==> src/rtl/i2s_transmitter.sv <==
// Philips I2S transmitter: derives BCLK/LRCLK from Clock and sends each held sample in both slots.
// Optional macro I2S_TX_HOLD_LAST_EN: on underrun repeat the last frame instead of sending silence.
module i2s_transmitter #(
   parameter int SAMPLE_WIDTH = 24,
   parameter int CLK_DIV      = 8
) (
   input  logic                    Clock,
   input  logic                    nReset,
   input  logic [SAMPLE_WIDTH-1:0] sampleIn,
   input  logic                    sampleValid,
   output logic                    sampleReady,
   output logic                    bclk,
   output logic                    lrclk,
   output logic                    dacdat,
   output logic                    underrun
);

   localparam int                 DIV_W    = $clog2(CLK_DIV);
   localparam logic [DIV_W-1:0]   DIV_LAST = DIV_W'(CLK_DIV - 1);

   logic [DIV_W-1:0]        r_div_count;
   logic                    r_bclk;
   logic [5:0]              r_bit_count;
   logic [SAMPLE_WIDTH-1:0] r_hold;
   logic                    r_hold_full;
   logic [SAMPLE_WIDTH-1:0] r_frame_reg;
   logic                    r_lrclk;
   logic                    r_dacdat;
   logic                    r_sample_ready;
   logic                    r_underrun;

   logic                    w_terminal;
   logic                    w_fall;
   logic [5:0]              w_bit_next;
   logic                    w_frame_start;
   logic                    w_accept;
   logic [4:0]              w_slot;
   logic [4:0]              w_tap;
   logic [31:0]             w_frame_ext;
   logic                    w_data_bit;
   logic [SAMPLE_WIDTH-1:0] w_fill;

   // Left-justifying the sample in a 32-bit slot makes slot s map to bit 32-s, with padding built in.
   always_comb begin
      w_terminal    = (r_div_count == DIV_LAST);
      w_fall        = w_terminal && r_bclk;
      w_bit_next    = r_bit_count + 6'd1;
      w_frame_start = w_fall && (w_bit_next == 6'd0);
      w_accept      = sampleValid && r_sample_ready;
      w_slot        = w_bit_next[4:0];
      w_tap         = 5'd0 - w_slot;
      w_frame_ext   = {r_frame_reg, {(32 - SAMPLE_WIDTH){1'b0}}};
      w_data_bit    = (w_slot != 5'd0) ? w_frame_ext[w_tap] : 1'b0;
`ifdef I2S_TX_HOLD_LAST_EN
      w_fill        = r_frame_reg;
`else
      w_fill        = '0;
`endif
   end

   // NOTE: every register here, including the sample-holding ones, is reset so that an abandoned
   // frame and any held sample are discarded; all updates are non-blocking to avoid ordering races.
   always_ff @(posedge Clock or negedge nReset) begin
      if (!nReset) begin
         r_div_count    <= '0;
         r_bclk         <= 1'b0;
         r_bit_count    <= 6'd63;
         r_hold         <= '0;
         r_hold_full    <= 1'b0;
         r_frame_reg    <= '0;
         r_lrclk        <= 1'b0;
         r_dacdat       <= 1'b0;
         r_sample_ready <= 1'b1;
         r_underrun     <= 1'b0;
      end else begin
         r_underrun <= w_frame_start && !r_hold_full;

         if (w_terminal) begin
            r_div_count <= '0;
            r_bclk      <= !r_bclk;
         end else begin
            r_div_count <= r_div_count + DIV_W'(1);
         end

         if (w_fall) begin
            r_bit_count <= w_bit_next;
            r_lrclk     <= w_bit_next[5];
            r_dacdat    <= w_data_bit;
         end

         // A full holding register blocks the handshake, so consume and accept never collide.
         if (w_frame_start && r_hold_full) begin
            r_frame_reg    <= r_hold;
            r_hold_full    <= 1'b0;
            r_sample_ready <= 1'b1;
         end else begin
            if (w_frame_start) begin
               r_frame_reg <= w_fill;
            end
            if (w_accept) begin
               r_hold         <= sampleIn;
               r_hold_full    <= 1'b1;
               r_sample_ready <= 1'b0;
            end
         end
      end
   end

   assign sampleReady = r_sample_ready;
   assign bclk        = r_bclk;
   assign lrclk       = r_lrclk;
   assign dacdat      = r_dacdat;
   assign underrun    = r_underrun;

endmodule

==> config.mk <==
export PLATFORM = sky130hd
export DESIGN_NAME = i2s_transmitter
export DESIGN_NICKNAME = d
export VERILOG_FILES = /design/src/rtl/i2s_transmitter.sv
export SDC_FILE = /design/constraint.sdc
export NUM_CORES = 1
export LEC_CHECK = 0
export CORE_UTILIZATION = 35
export CTS_BUF_LIST = sky130_fd_sc_hd__clkbuf_8
export DETAILED_ROUTE_END_ITERATION = 16
export PLACE_DENSITY = 0.59
export SLEW_MARGIN = 10
export SYNTH_ARGS = -nofsm -noshare
export SYNTH_HDL_FRONTEND = slang
export SYNTH_SLANG_ARGS = --single-unit
==> constraint.sdc <==
create_clock -name Clock -period 2.2 [get_ports Clock]
set_input_delay 0.66 -clock Clock [delete_from_list [all_inputs] [get_ports Clock]]
set_output_delay 0.66 -clock Clock [all_outputs]
set_load 0.005 [all_outputs]
# --- Yosys cells after proc, flatten, opt, wreduce, memory -nomap -nowiden ---
# Cells that the tools add are included.
word_totals:
  word_cells: 38
  inputBits: 27
  output_inout_bits: 5
  reg_bits: 63
op_classes:
  n_reduce_logical: 12
  add_sub_neg: 3
  bitwise_logic: 1
  eq_ne: 1
  mux: 10
  order_cmp: 1
ops:
  columns: ["op", "count"]
  rows:
  - ["$mux 24", 2]
  - ["$add 6x1->6 const B", 1]
  - ["$logic_not 6->1", 1]
  - ["$lt 5x6->1 const B", 1]
  - ["$mux 1", 6]
  - ["$bmux 1 s5", 1]
  - ["$logic_and 1x1->1", 5]
  - ["$reduce_bool 5->1", 1]
  - ["$sub 1x5->5 const A", 1]
  - ["$reduce_bool 2->1", 2]
  - ["$add 3x1->3 const B", 1]
  - ["$eq 3x3->1 const B", 1]
  - ["$mux 3", 1]
  - ["$logic_not 1->1", 2]
  - ["$reduce_and 2->1", 1]
  - ["$not 1->1", 1]

# --- Logic depth before layout (Yosys ltp) ---
# Gate-level depths: netlist of the first run.
depth:
  ltp_word: 6
  depth_mapped: 10
  depth_no_buf: 9

# --- Worst setup path after synthesis of the first run ---
# Ideal clock, no wire load.
synth_timing:
  path_type: "flip-flop to flip-flop"
  startpoint: "register r_bit_count[1]"
  endpoint: "register r_dacdat, in the netlist dacdat"
  setup_ps: 83
  arrival_ps: 2193
  required_time_ps: 2117
  stages_incl_launch_ff: 10
  path_buffers: 1
  setup_slack_ps: -75
  synth_period_minus_slack_ps: 2275
  path_cell_list: "dfstp_2 ha_1 buf_4 or2_2 a21oi_1 o21ai_0 xor2_1 mux2i_1 mux2_2 o21ai_0"
synth_via:
  elab_chain_len: 5
  word_cells_on_any_way: 6
  cone_classes: "2 x add/sub; 3 x mux; 1 x reduce/logical"
synth_lines:
  columns: ["item", "line_no", "source"]
  rows:
  - ["from (decl)", "23", "logic [5:0] r_bit_count;"]
  - ["from (signal assigned)", "86", "r_bit_count <= w_bit_next;"]
  - ["$add 6x1->6 (*)", "47", "w_bit_next = r_bit_count + 6'd1;"]
  - ["named net w_bit_next[1]", "34", "logic [5:0] w_bit_next;"]
  - ["$sub 1x5->5", "51", "w_tap = 5'd0 - w_slot;"]
  - ["$bmux 1 s5", "53", "w_data_bit = (w_slot != 5'd0) ? w_frame_ext[w_tap] : 1'b0;"]
  - ["$mux 1 (not written as such)", "53", null]
  - ["$mux 1 (*)", "53", null]
  - ["to (signal assigned)", "88", "r_dacdat <= w_data_bit;"]
  - ["to (decl)", "28", "logic r_dacdat;"]
# The timed path passes the listed nets; every way through them passes the cells marked *. The select of a mux whose other input is x is not followed.
# A chain may end at the register's enable or synchronous reset.

# --- Worst setup path in the final report of the first run ---
# Ends and elaborated chain as after synthesis.

==> results.ini, run 1 <==
[status]
status=complete, no violations

[synth]
ys_types=31
synth-seq-area-share=0.5447
yosys_warnings=0
syn_inst=239
ys_ff_latch=63
synth.net_count=271
synth_area_um2=2910
syn_avg_cell_area_um2=12.18

[sta]
finalWorstSetupSlack_ns=0.005574
layout_min_cycle_time_ns=2.194
min_period_over_period=0.9975
max_freq_ghz=0.4557
final.setup.tns_ns=0
skew_ns=0.01007
worstMarginPinSlew_ns=0.5222
grt_setup_unrepaired=yes
maxSlewViolCount=0
hold_ws_ns=0.2897
slew-limit-headroom=0.6519
hold_viol_final=0
setup_viol=0

[routing]
routed-wl-met3_um=209
viasPerCell=4.742
ant_nets=0
met2_length_mm=2.655
vias=1859
wl_per_cell_um=14.34
wirelength_mm=5.620
top_layer_used=met4
dr.pass1.iters=4
route.detailed.drc=0
wl_met1_mm=2.663
drt_iter0_markers=90

[die]
initial_core_util=0.3690
dieArea_um2=8683
die_y_um=93.19
coreArea_um2=7888
die_x_um=93.19
ios=32
num_rows=32

[cts]
htreeDepth=3
clock-sinks=63
clock_latency_ns=0.34
cts_buffer_depth=2
root_buffer=clkbuf_8
cts_tree=built
path_clk_slew_ns=0.07
cts_buffers=9

[place]
postPlaceCellArea_um2=3457
place.port_buffers=31
dp_hpwl_mm=3.723
place_ws_ns=-0.02387
dp_cells=375
gp_congestion=0.8250

[pwr]
power.leakage_nw=1.588
p_per_area_nw_per_um2=651.3
finalPower_mw=2.441
peakVddDrop_mv=0.3154

[global_routing]
gr-usage-all-layers=0.1475
grt_pass1_vias=1961
antenna_found_initial=0
grt_max_degree=51
grt_pass1_wl_mm=9.577
grt-ovfl-total=0

[critical_path]
cp.arrival_ns=2.46
r2r_slack_ns=0.006
start_kind=flip-flop
crit_chain=ha_4 > or2_4 > a21oi_2 > o21ai_1 > xor2_1 > mux2i_1 > mux2_4 > o21ai_2
cp_slowest_cell=dfstp_2
cp_data_required_time_ns=2.47
crit_type=reg2reg
crit_fanout=6
r2r_cells=8
critPathCaptureType=flip-flop
worstReg2RegEnd=dacdat$_DFFE_PN0P_
max_stage_delay_ns=0.62
r2r-start=r_bit_count[1]$_DFFE_PN1P_

[layout]
layout-drive-gt1-share=0.3034
antenna_cells=0
final_area_um2=3749
fin_nets=317
final_core_util=0.4753
mostFrequentLayoutCells=dfrtp_1 (56), clkdlybuf4s50_1 (30), inv_1 (27)
syn_to_final_growth_pct=28.80
finalNonFillerCells=392
final_common_cell=dfrtp_1

[job]
cap_violations=0

[worst_hold_path]
hold_path_class=in2async

[synthesized netlist by cell type (all sizes together)]
| cell | number | area, um2 |
|---|---|---|
| nand3 | 28 | 145.1 |
| and2 | 1 | 6.260 |
| o31ai | 1 | 7.510 |
| clkbuf | 8 | 30.03 |
| or3 | 1 | 6.260 |
| a21oi | 2 | 21.27 |
| nor2 | 5 | 18.77 |
| dfrtp | 56 | 1401 |
| ha | 5 | 62.56 |
| xor2 | 5 | 43.79 |
| mux2i | 4 | 40.04 |
| mux2 | 26 | 367.9 |
| nor3 | 2 | 21.27 |
| nor4 | 2 | 12.51 |
| dfstp | 7 | 183.9 |
| o21a | 2 | 15.01 |
| a22oi | 1 | 7.510 |
| mux4 | 6 | 135.1 |
| nand2 | 9 | 33.78 |
| xnor2 | 5 | 43.79 |
| o21ai | 29 | 145.1 |
| or2 | 1 | 6.260 |
| inv | 27 | 101.4 |
| buf | 6 | 53.79 |
[kinds of logic after synthesis]
group                    count (synthesis)  share of synthesized area
adder cells (fa/ha/maj)                  5                    0.02150
XOR/XNOR                                10                    0.03009
multiplexers                            36                     0.1866
AO/OA/AOI/OAI                           35                    0.06749
flip-flops                              63                     0.5447
buffers and inverters                   41                    0.06363
AND/OR/NAND/NOR                         49                    0.08599
[power breakdown]
group | internal (mW) | switching (mW) | leakage [nW] | total, mW
combinational | 0.109 | 0.0547 | 0.673 | 0.164
clock | 0.583 | 0.450 | 0.105 | 1.03
sequential | 1.21 | 0.0333 | 0.810 | 1.25
total | 1.90 | 0.538 | 1.59 | 2.44
[worst max path at each step]
stage | startpoint | end | slack, ns | cells past startpoint
global placement | r_bit_count[0]$_DFFE_PN1P_ | dacdat$_DFFE_PN0P_ | 0.03 | 8
finish | r_bit_count[1]$_DFFE_PN1P_ | dacdat$_DFFE_PN0P_ | 0.006 | 8
floorplan | r_bit_count[1]$_DFFE_PN1P_ | dacdat$_DFFE_PN0P_ | 0.002 | 9
CTS | r_bit_count[0]$_DFFE_PN1P_ | dacdat$_DFFE_PN0P_ | 0.002 | 8
global route | r_bit_count[1]$_DFFE_PN1P_ | dacdat$_DFFE_PN0P_ | -0.08 | 8
detailed placement | r_bit_count[0]$_DFFE_PN1P_ | r_hold[0]$_DFFE_PN0P_ | -0.02 | 7
[critical path: cells and delay by family, from the launching register on]
kind,cells,cell delay [ns]
xor gates and xnor gates,1,0.30
DFF,1,0.62
muxes,2,0.40
adders and majority gates,1,0.24
AOI/OAI and AO/OA,3,0.35
and+or+nand+nor,1,0.23
[repair_timing]
| item | CTS | global route |
|---|---|---|
| setup buffers | 1 | 0 |
| setup endpoints to repair | 20 | 38 |
| resized for setup | 3 | 11 |
| hold buffers | 0 | 0 |
| gates cloned | 0 | 0 |
| pin swaps | 1 | 9 |
[per-layer routing]
layer	up-vias	GRT usage
met5	-	0
met2	31	0.2267
li1	903	-
met1	915	0.1924
met3	10	0.03984
met4	0	0.07179
[final cells by class]
type                            count  area [um2]
Clock inverter                      5       56.30
Inverter                           27       101.3
Fill cell                         715        4139
Tap cell                          102       127.6
Sequential cell                    63        1585
Clock buffer                       11       151.4
Multi-Input combinational cell    135        1229
Timing Repair Buffer               49       498.0
No activity file was read; power rests on OpenSTA's default activity.
==> inputs of run 2 (changes only) <==
--- a/config.mk
+++ b/config.mk
@@ -8,6 +8,7 @@
 export CORE_UTILIZATION = 35
 export CTS_BUF_LIST = sky130_fd_sc_hd__clkbuf_8
 export DETAILED_ROUTE_END_ITERATION = 16
+export GPL_TIMING_DRIVEN = 0
 export PLACE_DENSITY = 0.59
 export SLEW_MARGIN = 10
 export SYNTH_ARGS = -nofsm -noshare
==> results.ini, run 2 (same netlist as run 1, synthesis figures left out) <==
[layout]
fill_cells=690  ; -3.5%
final_common_cell=dfrtp_1
seq_area_um2=1585  ; unchanged
layout-drive-gt1-share=0.3520  ; +0.04853
final_core_util=0.5019  ; +0.02665
fin_nets=331  ; +4.4%
mostFrequentLayoutCells=dfrtp_1 (56), clkdlybuf4s50_1 (30), inv_1 (27)
finalNonFillerCells=406  ; +3.6%
multiInputGateArea_um2=1292  ; +5.2%
syn_to_final_growth_pct=36.03
antenna_cells=0  ; unchanged
final_area_um2=3959  ; +5.6%

[critical_path]
crit_family=flip-flops
path_common_cell=buf_12
cp_num_buf_inv=3  ; +3
crit_chain=buf_6 > nand2_4 > xnor2_2 > nor2_2 > o21ai_2 > nor3_4 > a21oi_4 > buf_12 > buf_12 > mux2_4
cp_slowest_cell=dfstp_2
r2r_slack_ns=-0.04  ; -0.04 ns
critPathCaptureType=flip-flop
critPathLaunch=r_bit_count[1]$_DFFE_PN1P_
cp_data_required_time_ns=2.43  ; -0.04 ns
r2r-start=r_bit_count[1]$_DFFE_PN1P_
crit_fanout=5  ; -1
start_kind=flip-flop
cp.arrival_ns=2.46  ; about the same
crit_type=reg2reg
max_stage_delay_ns=0.62  ; about the same

[sta]
grt_setup_unrepaired=yes
worstMarginPinSlew_ns=0.7710  ; +0.2488 ns
final.setup.tns_ns=-0.4845  ; -0.4845 ns
setup_viol=20  ; +20
min_period_over_period=1.017  ; +0.01904
max_freq_ghz=0.4472  ; -1.9%
slew-limit-headroom=0.4860  ; -0.1659
maxSlewViolCount=0  ; unchanged
hold_viol_final=0  ; unchanged
skew_ns=0.01023  ; +0.0001568 ns
hold_ws_ns=0.3871  ; +0.09735 ns
finalWorstSetupSlack_ns=-0.03632  ; -0.04189 ns
layout_min_cycle_time_ns=2.236  ; +0.04189 ns

[cts]
clock-sinks=63  ; unchanged
htreeDepth=3  ; unchanged
cts_buffer_depth=2  ; unchanged
path_clk_slew_ns=0.07  ; about the same
cts_tree=built
clock_latency_ns=0.34  ; about the same
root_buffer=clkbuf_8
cts_buffers=9  ; unchanged

[routing]
viasPerCell=4.766  ; +0.50%
wl_per_cell_um=14.80  ; +3.3%
wirelength_mm=6.010  ; +6.9%
ant_nets=0  ; unchanged
dr.pass1.iters=4  ; unchanged
vias=1935  ; +4.1%
route.detailed.drc=0  ; unchanged
drt_iter0_markers=78  ; -13%

[global_routing]
grt_pass1_wl_mm=10.24  ; +6.9%
grt-ovfl-total=0  ; unchanged
gr-usage-all-layers=0.1582  ; +0.01071
grt_pass1_vias=2066  ; +5.4%
antenna_found_initial=0  ; unchanged
grt_max_degree=64  ; +25%

[status]
status=finished with violations
violations=negative setup slack

[die]
coreArea_um2=7888  ; unchanged
initial_core_util=0.3690  ; unchanged
num_rows=32  ; unchanged
dieArea_um2=8683  ; unchanged
ios=32  ; unchanged
die_x_um=93.19  ; unchanged
die_y_um=93.19  ; unchanged

[pwr]
p_sw_mw=0.5438  ; +1.2%
p_int_mw=1.972  ; +3.6%
sw_frac_of_total=0.2162  ; -0.004032
p_per_area_nw_per_um2=635.5  ; -2.4%
power.share.sequential=0.495  ; -0.015
p_clk_frac=0.441  ; +0.018
comb_power_share=0.064  ; -0.003
power.leakage_nw=1.693  ; +6.6%
finalPower_mw=2.516  ; +3.1%
peakVddDrop_mv=0.3131  ; -0.74%

[job]
cap_violations=0  ; unchanged

[place]
place_ws_ns=-0.2585  ; -0.2346 ns
dp_hpwl_mm=3.565  ; -4.2%
dp_cells=372  ; -0.80%
gp_congestion=0.7792  ; -5.6%
postPlaceCellArea_um2=3369  ; -2.5%
place.port_buffers=31  ; unchanged

[worst_hold_path]
hold_path_class=in2async

[run 2: changes by cell type in the layout (fill, tap and decap cells not counted), sizes merged]
cell and delta:
clkinv -2, buf +6, clkbuf +10, clkinvlp -1, inv +1
[run 2: path summary, 6_finish.rpt]
| kind | to | depth (start not counted) |
|---|---|---|
| worst min-delay path | r_hold[21]$_DFFE_PN0P_ | 1 |
| max in group asynchronous | r_hold[2]$_DFFE_PN0P_ | 1 |
| min in group Clock | r_div_count[0]$_DFF_PN0_ | 1 |
| worst max-delay path | r_hold[3]$_DFFE_PN0P_ | 10 |
| worst min register to register | r_div_count[0]$_DFF_PN0_ | 1 |
| worst max register to register | r_hold[3]$_DFFE_PN0P_ | 10 |
[run 2: final cells by class]
class                           count  area share
Inverter                           27     0.02560
Sequential cell                    63      0.4004
Clock buffer                       13     0.04520
Tap cell                          102     0.03224
Clock inverter                      3     0.01201
Buffer                             10     0.01991
Multi-Input combinational cell    135      0.3265
Timing Repair Buffer               53      0.1381
[run 2: timing repair]
item	4_1_cts	5_1_grt
resized for setup	29	32
endpoints found under the setup margin	51	51
setup buffers	19	5
hold endpoints to repair	0	0
hold buffers	0	0
cloned	2	0
pin swaps	7	10
[run 2: power groups by stage]
stage | sequential, mW | clock, mW | combinational, mW
4_1_cts | 1.24 | 1.14 | 0.166
2_1_floorplan | 1.25 | 0 | 0.0809
3_3_place_gp | 1.27 | 0 | 0.158
6_report | 1.24 | 1.11 | 0.161
5_1_grt | 1.25 | 1.19 | 0.178
3_5_place_dp | 1.27 | 0 | 0.160
[run 2: per-layer routing]
| layer | GRT usage | vias to the layer above | wire, um | part of all wire |
|---|---|---|---|---|
| met5 | 0 | - | 0 | 0 |
| met3 | 0.06260 | 2 | 244 | 0.041 |
| li1 | - | 931 | - | - |
| met4 | 0.04231 | 0 | 31 | 0.0052 |
| met1 | 0.2008 | 966 | 2657 | 0.44 |
| met2 | 0.2512 | 36 | 3076 | 0.51 |
